$ cat src/rtl/alu_req_arbiter.sv
// -----------------------------------------------------------------------------
// alu_req_arbiter
//
// Lets two requesters share one external combinational ALU
// (and/or/xor/nor/add/sub/slt/sll).
//
// The block takes one operation at a time, drives it onto the ALU for a
// single cycle, and captures the result. It then holds that result on a
// shared response channel until the consumer accepts it. When both
// requesters are valid, the grant alternates between them.
//
// Ports
//   clk, rst                  clock (rising edge), async active-high reset
//   req0_valid/ready/a/b/op   requester 0 valid/ready operation channel
//   req1_valid/ready/a/b/op   requester 1 valid/ready operation channel
//   alu_a, alu_b, alu_op      operands/opcode driven to the ALU
//   alu_f, alu_zf, alu_of     ALU result, zero flag, overflow flag
//   rsp_valid/ready           response handshake
//   rsp_id                    requester the response belongs to
//   rsp_f, rsp_zf, rsp_of     captured result and flags
//   busy                      high whenever an operation is in flight
//   op_count                  saturating count of completed responses
// -----------------------------------------------------------------------------
module alu_req_arbiter #(
  parameter int WIDTH = 32,
  parameter int OPW   = 3,
  parameter int CNT_W = 16
) (
  input  logic             clk,
  input  logic             rst,
  input  logic             req0_valid,
  output logic             req0_ready,
  input  logic [WIDTH-1:0] req0_a,
  input  logic [WIDTH-1:0] req0_b,
  input  logic [OPW-1:0]   req0_op,
  input  logic             req1_valid,
  output logic             req1_ready,
  input  logic [WIDTH-1:0] req1_a,
  input  logic [WIDTH-1:0] req1_b,
  input  logic [OPW-1:0]   req1_op,
  output logic [WIDTH-1:0] alu_a,
  output logic [WIDTH-1:0] alu_b,
  output logic [OPW-1:0]   alu_op,
  input  logic [WIDTH-1:0] alu_f,
  input  logic             alu_zf,
  input  logic             alu_of,
  output logic             rsp_valid,
  input  logic             rsp_ready,
  output logic             rsp_id,
  output logic [WIDTH-1:0] rsp_f,
  output logic             rsp_zf,
  output logic             rsp_of,
  output logic             busy,
  output logic [CNT_W-1:0] op_count
);

  typedef enum logic [1:0] {
    IDLE = 2'd0,
    EXEC = 2'd1,
    RESP = 2'd2
  } state_t;

  localparam logic [OPW-1:0] OP_ADD = OPW'(3'b100);
  localparam logic [OPW-1:0] OP_SUB = OPW'(3'b101);
  localparam logic [CNT_W-1:0] CNT_ONE = {{(CNT_W-1){1'b0}}, 1'b1};

  state_t           state;
  logic             prio;
  logic             grant0;
  logic             grant1;

  logic [WIDTH-1:0] a_p0;
  logic [WIDTH-1:0] b_p0;
  logic [OPW-1:0]   op_p0;
  logic             id_p0;

  logic             vld_p1;
  logic             id_p1;
  logic [WIDTH-1:0] f_p1;
  logic             zf_p1;
  logic             of_p1;
  logic [CNT_W-1:0] cnt_q;

  // The counter sticks at all-ones instead of wrapping.
  function automatic logic [CNT_W-1:0] sat_inc(input logic [CNT_W-1:0] v);
    return (&v) ? v : v + CNT_ONE;
  endfunction

  // ALU overflow is only meaningful for add/sub; it is garbage for every
  // other opcode and must not leak into the response.
  function automatic logic of_mask(input logic [OPW-1:0] op, input logic of);
    return of && ((op == OP_ADD) || (op == OP_SUB));
  endfunction

  // A single grant is picked combinationally and only in IDLE, so at most
  // one ready is high. On contention the requester named by prio wins.
  always_comb begin
    grant0 = 1'b0;
    grant1 = 1'b0;
    if (state == IDLE) begin
      if (req0_valid && (!req1_valid || !prio)) begin
        grant0 = 1'b1;
      end else if (req1_valid) begin
        grant1 = 1'b1;
      end
    end
  end

  always_ff @(posedge clk or posedge rst) begin
    if (rst) begin
      state  <= IDLE;
      prio   <= 1'b0;
      a_p0   <= '0;
      b_p0   <= '0;
      op_p0  <= '0;
      id_p0  <= 1'b0;
      vld_p1 <= 1'b0;
      id_p1  <= 1'b0;
      f_p1   <= '0;
      zf_p1  <= 1'b0;
      of_p1  <= 1'b0;
      cnt_q  <= '0;
    end else begin
      case (state)
        // ---- stage p0: accept and latch the granted operation ----
        // The latched operands feed the ALU directly, so they stay stable
        // until the next accept.
        IDLE: begin
          if (grant0 || grant1) begin
            a_p0  <= grant1 ? req1_a  : req0_a;
            b_p0  <= grant1 ? req1_b  : req0_b;
            op_p0 <= grant1 ? req1_op : req0_op;
            id_p0 <= grant1;
            prio  <= !grant1;
            state <= EXEC;
          end
        end
        // ---- stage p1: capture the ALU result ----
        EXEC: begin
          f_p1   <= alu_f;
          zf_p1  <= alu_zf;
          of_p1  <= of_mask(op_p0, alu_of);
          id_p1  <= id_p0;
          vld_p1 <= 1'b1;
          state  <= RESP;
        end
        // ---- response: hold until accepted ----
        // Returning to IDLE rather than regranting here means no accept can
        // share a cycle with the response handshake.
        RESP: begin
          if (rsp_ready) begin
            vld_p1 <= 1'b0;
            cnt_q  <= sat_inc(cnt_q);
            state  <= IDLE;
          end
        end
        default: begin
          state <= IDLE;
        end
      endcase
    end
  end

  assign req0_ready = grant0;
  assign req1_ready = grant1;
  assign alu_a      = a_p0;
  assign alu_b      = b_p0;
  assign alu_op     = op_p0;
  assign rsp_valid  = vld_p1;
  assign rsp_id     = id_p1;
  assign rsp_f      = f_p1;
  assign rsp_zf     = zf_p1;
  assign rsp_of     = of_p1;
  assign busy       = (state != IDLE);
  assign op_count   = cnt_q;

endmodule

$ cat config.mk
export PLATFORM = sky130hd
export DESIGN_NAME = alu_req_arbiter
export DESIGN_NICKNAME = d
export VERILOG_FILES = /design/src/rtl/alu_req_arbiter.sv
export SDC_FILE = /design/constraint.sdc
export NUM_CORES = 1
export LEC_CHECK = 0
export CORE_AREA = 2 2 116 118
export DETAILED_ROUTE_END_ITERATION = 8
export DIE_AREA = 0 0 118 120
export DONT_BUFFER_PORTS = 1
export PLACE_DENSITY_LB_ADDON = 0.25
export SETUP_SLACK_MARGIN = 0.5
export SYNTH_ARGS = -nofsm -noshare
export SYNTH_HDL_FRONTEND = slang
export SYNTH_SLANG_ARGS = --single-unit
export TNS_END_PERCENT = 10
$ cat constraint.sdc
create_clock -name clk -period 3.86 [get_ports clk]
set_clock_uncertainty 0.05 [all_clocks]
set_input_delay 0.772 -clock clk [delete_from_list [all_inputs] [get_ports clk]]
set_output_delay 0.772 -clock clk [all_outputs]
set_load 0.05 [all_outputs]
======== Word level (Yosys, flattened, before mapping) ========
Index checks and enable logic that the tools add are counted.
word-level totals
  register bits after elaboration ......... 123
cells by class
  add/sub/neg operators ................... 1
  eq/ne operators ......................... 6
  mux-type cells .......................... 13
  bitwise gates (word level) .............. 1
  reductions and logical operators ........ 16
operators by type and width
  cell                                                 number
  two-way mux 32 bit                                   2
  adder 16 x 1 -> 16 bit, second input constant        1
  AND reduction 16 bit                                 1
  equality test 3 bit, second input constant           2
  two-way mux 1 bit                                    6
  one-hot mux 2 bit (3 select lines)                   1
  AND reduction 2 bit                                  3
  two-way mux 2 bit                                    2
  nonzero test 2 bit                                   2
  logical NOT 1 bit                                    3
  logical OR 1 bit                                     3
  two-way mux 3 bit                                    1
  AND reduction 3 bit                                  1
  equality test 2 x 1 -> 1 bit, second input constant  1
  equality test 2 bit, second input constant           1
  logical AND 1 bit                                    2
  logical NOT 2 bit                                    1
  != test 2 x 1 -> 1 bit, second input constant        1
  != test 2 bit, second input constant                 1
  one-hot mux 1 bit (2 select lines)                   1
  inverter 1 bit                                       1

======== Logic depth before layout (Yosys ltp) ========
  word-level depth ........................ 8
  mapped depth ............................ 6
  depth with buffers taken out ............ 5

======== Least setup slack after synthesis ========
OpenSTA, ideal clock, no wires.
  kind .................................... in2out
  start point ............................. in req1_valid
  end point ............................... out req0_ready
  arrival ................................. 1.684 ns
  path slack .............................. 1.354 ns
  stages on the path ...................... 4
  buffers on the path ..................... 1
  path through ............................ nand2_1 nand3_4 inv_2 clkbuf_1
on the way
  longest elaborated chain between the ends .. 5
RTL lines
  element             line  source
  start: declaration  36    input logic req1_valid,
  logical NOT 1 bit   101   if (req0_valid && (!req1_valid || !prio)) begin
  logical OR 1 bit    101
  logical AND 1 bit   101
  two-way mux 1 bit   101
  two-way mux 1 bit   100   if (state == IDLE) begin
  end: declaration    32    output logic req0_ready,
No other way between the ends.

======== Final worst setup path ========
  start point ............................. reg state[1]
  end point ............................... out req1_ready
on the way
  longest elaborated chain between the ends .. 2
RTL lines
  element                   line  source
  start: declaration        67    state_t state;
  start signal: assignment  111   state <= IDLE;
  start signal: assignment  135   state <= EXEC;
  start signal: assignment  145   state <= RESP;
  logical NOT 2 bit         100
  two-way mux 1 bit         100
  end: declaration          37    output logic req1_ready,
No other way between the ends.

==> results.json <==
{
  "p_int_mw": 3.527,
  "grt_max_degree": 78,
  "slowest_stage": "a21oi_4",
  "max-slew-margin-rel": 0.3953,
  "dp_hpwl_mm": 9.553,
  "setup_viol": 0,
  "viasPerCell": 6.056,
  "first_global_vias": 3753,
  "die_w_um": 118,
  "yosys_warnings": 0,
  "nets": 574,
  "h-tree-depth": 4,
  "vias": 3561,
  "die_y_um": 120,
  "cp_data_required_time_ns": 3.04,
  "tns_ns": 0,
  "wl_mm": 13.88,
  "yosysSeqAreaShare": 0.5813,
  "netlist_top_cells_count": "dfrtp_1, and3_1, a221o_1",
  "syn_avg_cell_area_um2": 13.04,
  "cts.sinks": 123,
  "syn_area_um2": 5295,
  "end_kind": "output port",
  "hold_path_class": "in2async",
  "antenna_left": 0,
  "power.share.combinational": 0.212,
  "p_leak_nw": 2.765,
  "std_cell_rows": 42,
  "numCtsBuffers": 17,
  "switching_power_mw": 3.678,
  "synth_top_area_share": 0.5813,
  "grt_pass1_wl_mm": 20.94,
  "drc": 0,
  "maxCapViolCount": 0,
  "cts_hold_buf": 0,
  "synthesis.nets": 580,
  "path_delay_family": "compound AO/OA/AOI/OAI gates",
  "synth.ff_latch_count": 123,
  "yosysMostFrequentCell": "dfrtp_1",
  "swShare": 0.5104,
  "antenna_found_initial": 0,
  "cts_resized": 0,
  "period_minus_slack_ns": 2.749,
  "cts_max_path_buffers": 2,
  "drive_above_1_share": 0.2039,
  "synth_edf_count": 0,
  "clock_latency_ns": 0.40,
  "synth_area_leaders": "dfrtp_1, a221o_1, and3_1",
  "antennaDiodeCount": 0,
  "cp.arrival_ns": 1.93,
  "dp.cells": 557,
  "maxSlewViolCount": 0,
  "fin_cells": 588,
  "worstPathCellList": "nor2_4, nand2_2, a21oi_4",
  "io_buffers": 0,
  "post-cts-setup-buffers": 0,
  "drt_first_pass_iters": 4,
  "place_congestion": 0.7661,
  "cp_max_fo": 16,
  "fillers": 1158,
  "core_region_area_um2": 12980,
  "synth-async-reset-ratio": 1.000,
  "syn_inst": 406,
  "worstMarginPinSlew_ns": 0.9051,
  "clk_pin_slew_ns": 0.05,
  "cts_tree": "built",
  "synth_flop_cell": "dfrtp_1",
  "rsz0062_at_grt": "false",
  "die_area_um2": 14160,
  "seq_power_share": 0.589,
  "crit_type": "reg2out",
  "drt_iter0_markers": 199,
  "ys_types": 41,
  "grt.overflow.total": 0,
  "ir_drop_v": 0.0004750,
  "pin_count": 295,
  "initial_core_util": 0.4079,
  "startpoint_type": "flip-flop",
  "finalCritPeriodShare": 0.7121,
  "hold_violations": 0,
  "cts-root-buf": "clkbuf_16",
  "critPathMaxStageDelay_ns": 0.69,
  "synthToLayoutAreaGrowth_pct": 13.09,
  "power.density_nw_per_um2": 1203,
  "timing.fmax_mhz": 363.8,
  "grt.total_usage": 0.1946,
  "clock_power_share": 0.199,
  "status": "finished clean",
  "wire_per_inst_um": 23.60,
  "crit_buf_inv": 0,
  "synth_top_area_cell": "dfrtp_1"
}
-- power by group through the flow --
stage	registers (mW)	logic [mW]	clock network, mW
finish	4.25	1.52	1.43
global route	4.31	1.68	1.54
CTS	4.26	1.55	1.47
detailed placement	4.27	1.55	0
global placement	4.28	1.47	0
floorplan	4.10	1.32	0
-- path summary, 6_finish.rpt --
kind / cells after the start / start / endpoint / slack [ns]
setup / recovery: 3 / state[1] / req1_ready / 1.11
hold / removal: 1 / rst / alu_a[23] / 0.37
setup reg to reg: 5 / state[1] / alu_a[9] / 1.34
hold reg to reg: 2 / id_p0 / id_p0 / 0.45
max in group asynchronous: 2 / rst / alu_b[4] / 2.53
min in group clk: 2 / id_p0 / id_p0 / 0.45
-- flip-flops by register name, indices dropped and copies added, names as in the netlist --
signal     flops
alu_a         32
alu_b         32
rsp_f         32
op_count      16
alu_op         3
state          2
id_p0          1
prio           1
rsp_id         1
rsp_of         1
rsp_valid      1
rsp_zf         1
-- worst reg2reg max path: cells and delay by family, from the launching register on --
family	cells	cell delay, ns
AOI/OAI and AO/OA	2	0.97
buffers and inverters	1	0.61
DFF	1	0.49
and+or+nand+nor	2	0.34
-- per-layer routing --
| metal | track usage | part of all wire | wire (um) | up-vias |
|---|---|---|---|---|
| met3 | 0.08793 | 0.091 | 1257 | 22 |
| met1 | 0.2290 | 0.38 | 5303 | 1786 |
| met5 | 0 | 0 | 0 | - |
| li1 | - | - | - | 1558 |
| met4 | 0.08358 | 0.023 | 321 | 0 |
| met2 | 0.3089 | 0.50 | 6996 | 195 |
-- cells by family after synthesis --
group | synth area share
flops | 0.5813
simple gates | 0.1423
compound gates | 0.1465
buf+inv | 0.03332
mux | 0.07939
xor+xnor | 0.01489
fa+ha+maj | 0.002363
-- layout by cell type (no fill, tap or decap), types with 2 or more instances in the layout --
master / instances
a21oi_1: 4
a221o_1: 67
and3_1: 69
buf_4: 6
clkbuf_1: 4
clkbuf_16: 17
clkbuf_8: 5
clkinvlp_4: 5
dfrtp_1: 123
inv_1: 5
mux2_2: 35
nand2_1: 10
nand3_1: 9
nand4_1: 4
nor2_1: 5
nor3_1: 4
o21a_1: 2
o21ai_0: 2
or2_2: 2
xnor2_1: 5
xor2_1: 4
-- area by class of cell --
type,instances,area [um2],share of cell area
repair buffers,7,65.06,0.01087
inverters,7,30.03,0.005015
flip-flops and latches,123,3078,0.5140
multi-input cells,244,2051,0.3425
well taps,176,220.2,0.03677
clock buffers,26,509.2,0.08504
clock inverters,5,35.03,0.005850
-- through the flow --
stage / utilization / power (mW) / hold slack, ns / setup WS, ns / cell area, um2
CTS: 0.4613 / 7.268 / 0.3766 / 1.083 / 5988
global route: 0.4613 / 7.533 / 0.4151 / 1.007 / 5988
global placement: 0.4194 / 5.743 / 0.4537 / 1.393 / 5444
detailed placement: 0.4194 / 5.814 / 0.4413 / 1.323 / 5444
finish: 0.4613 / 7.205 / 0.3684 / 1.111 / 5988
floorplan: - / 5.421 / 0.4071 / 1.354 / 5299
(Power assumes the default switching activity.)
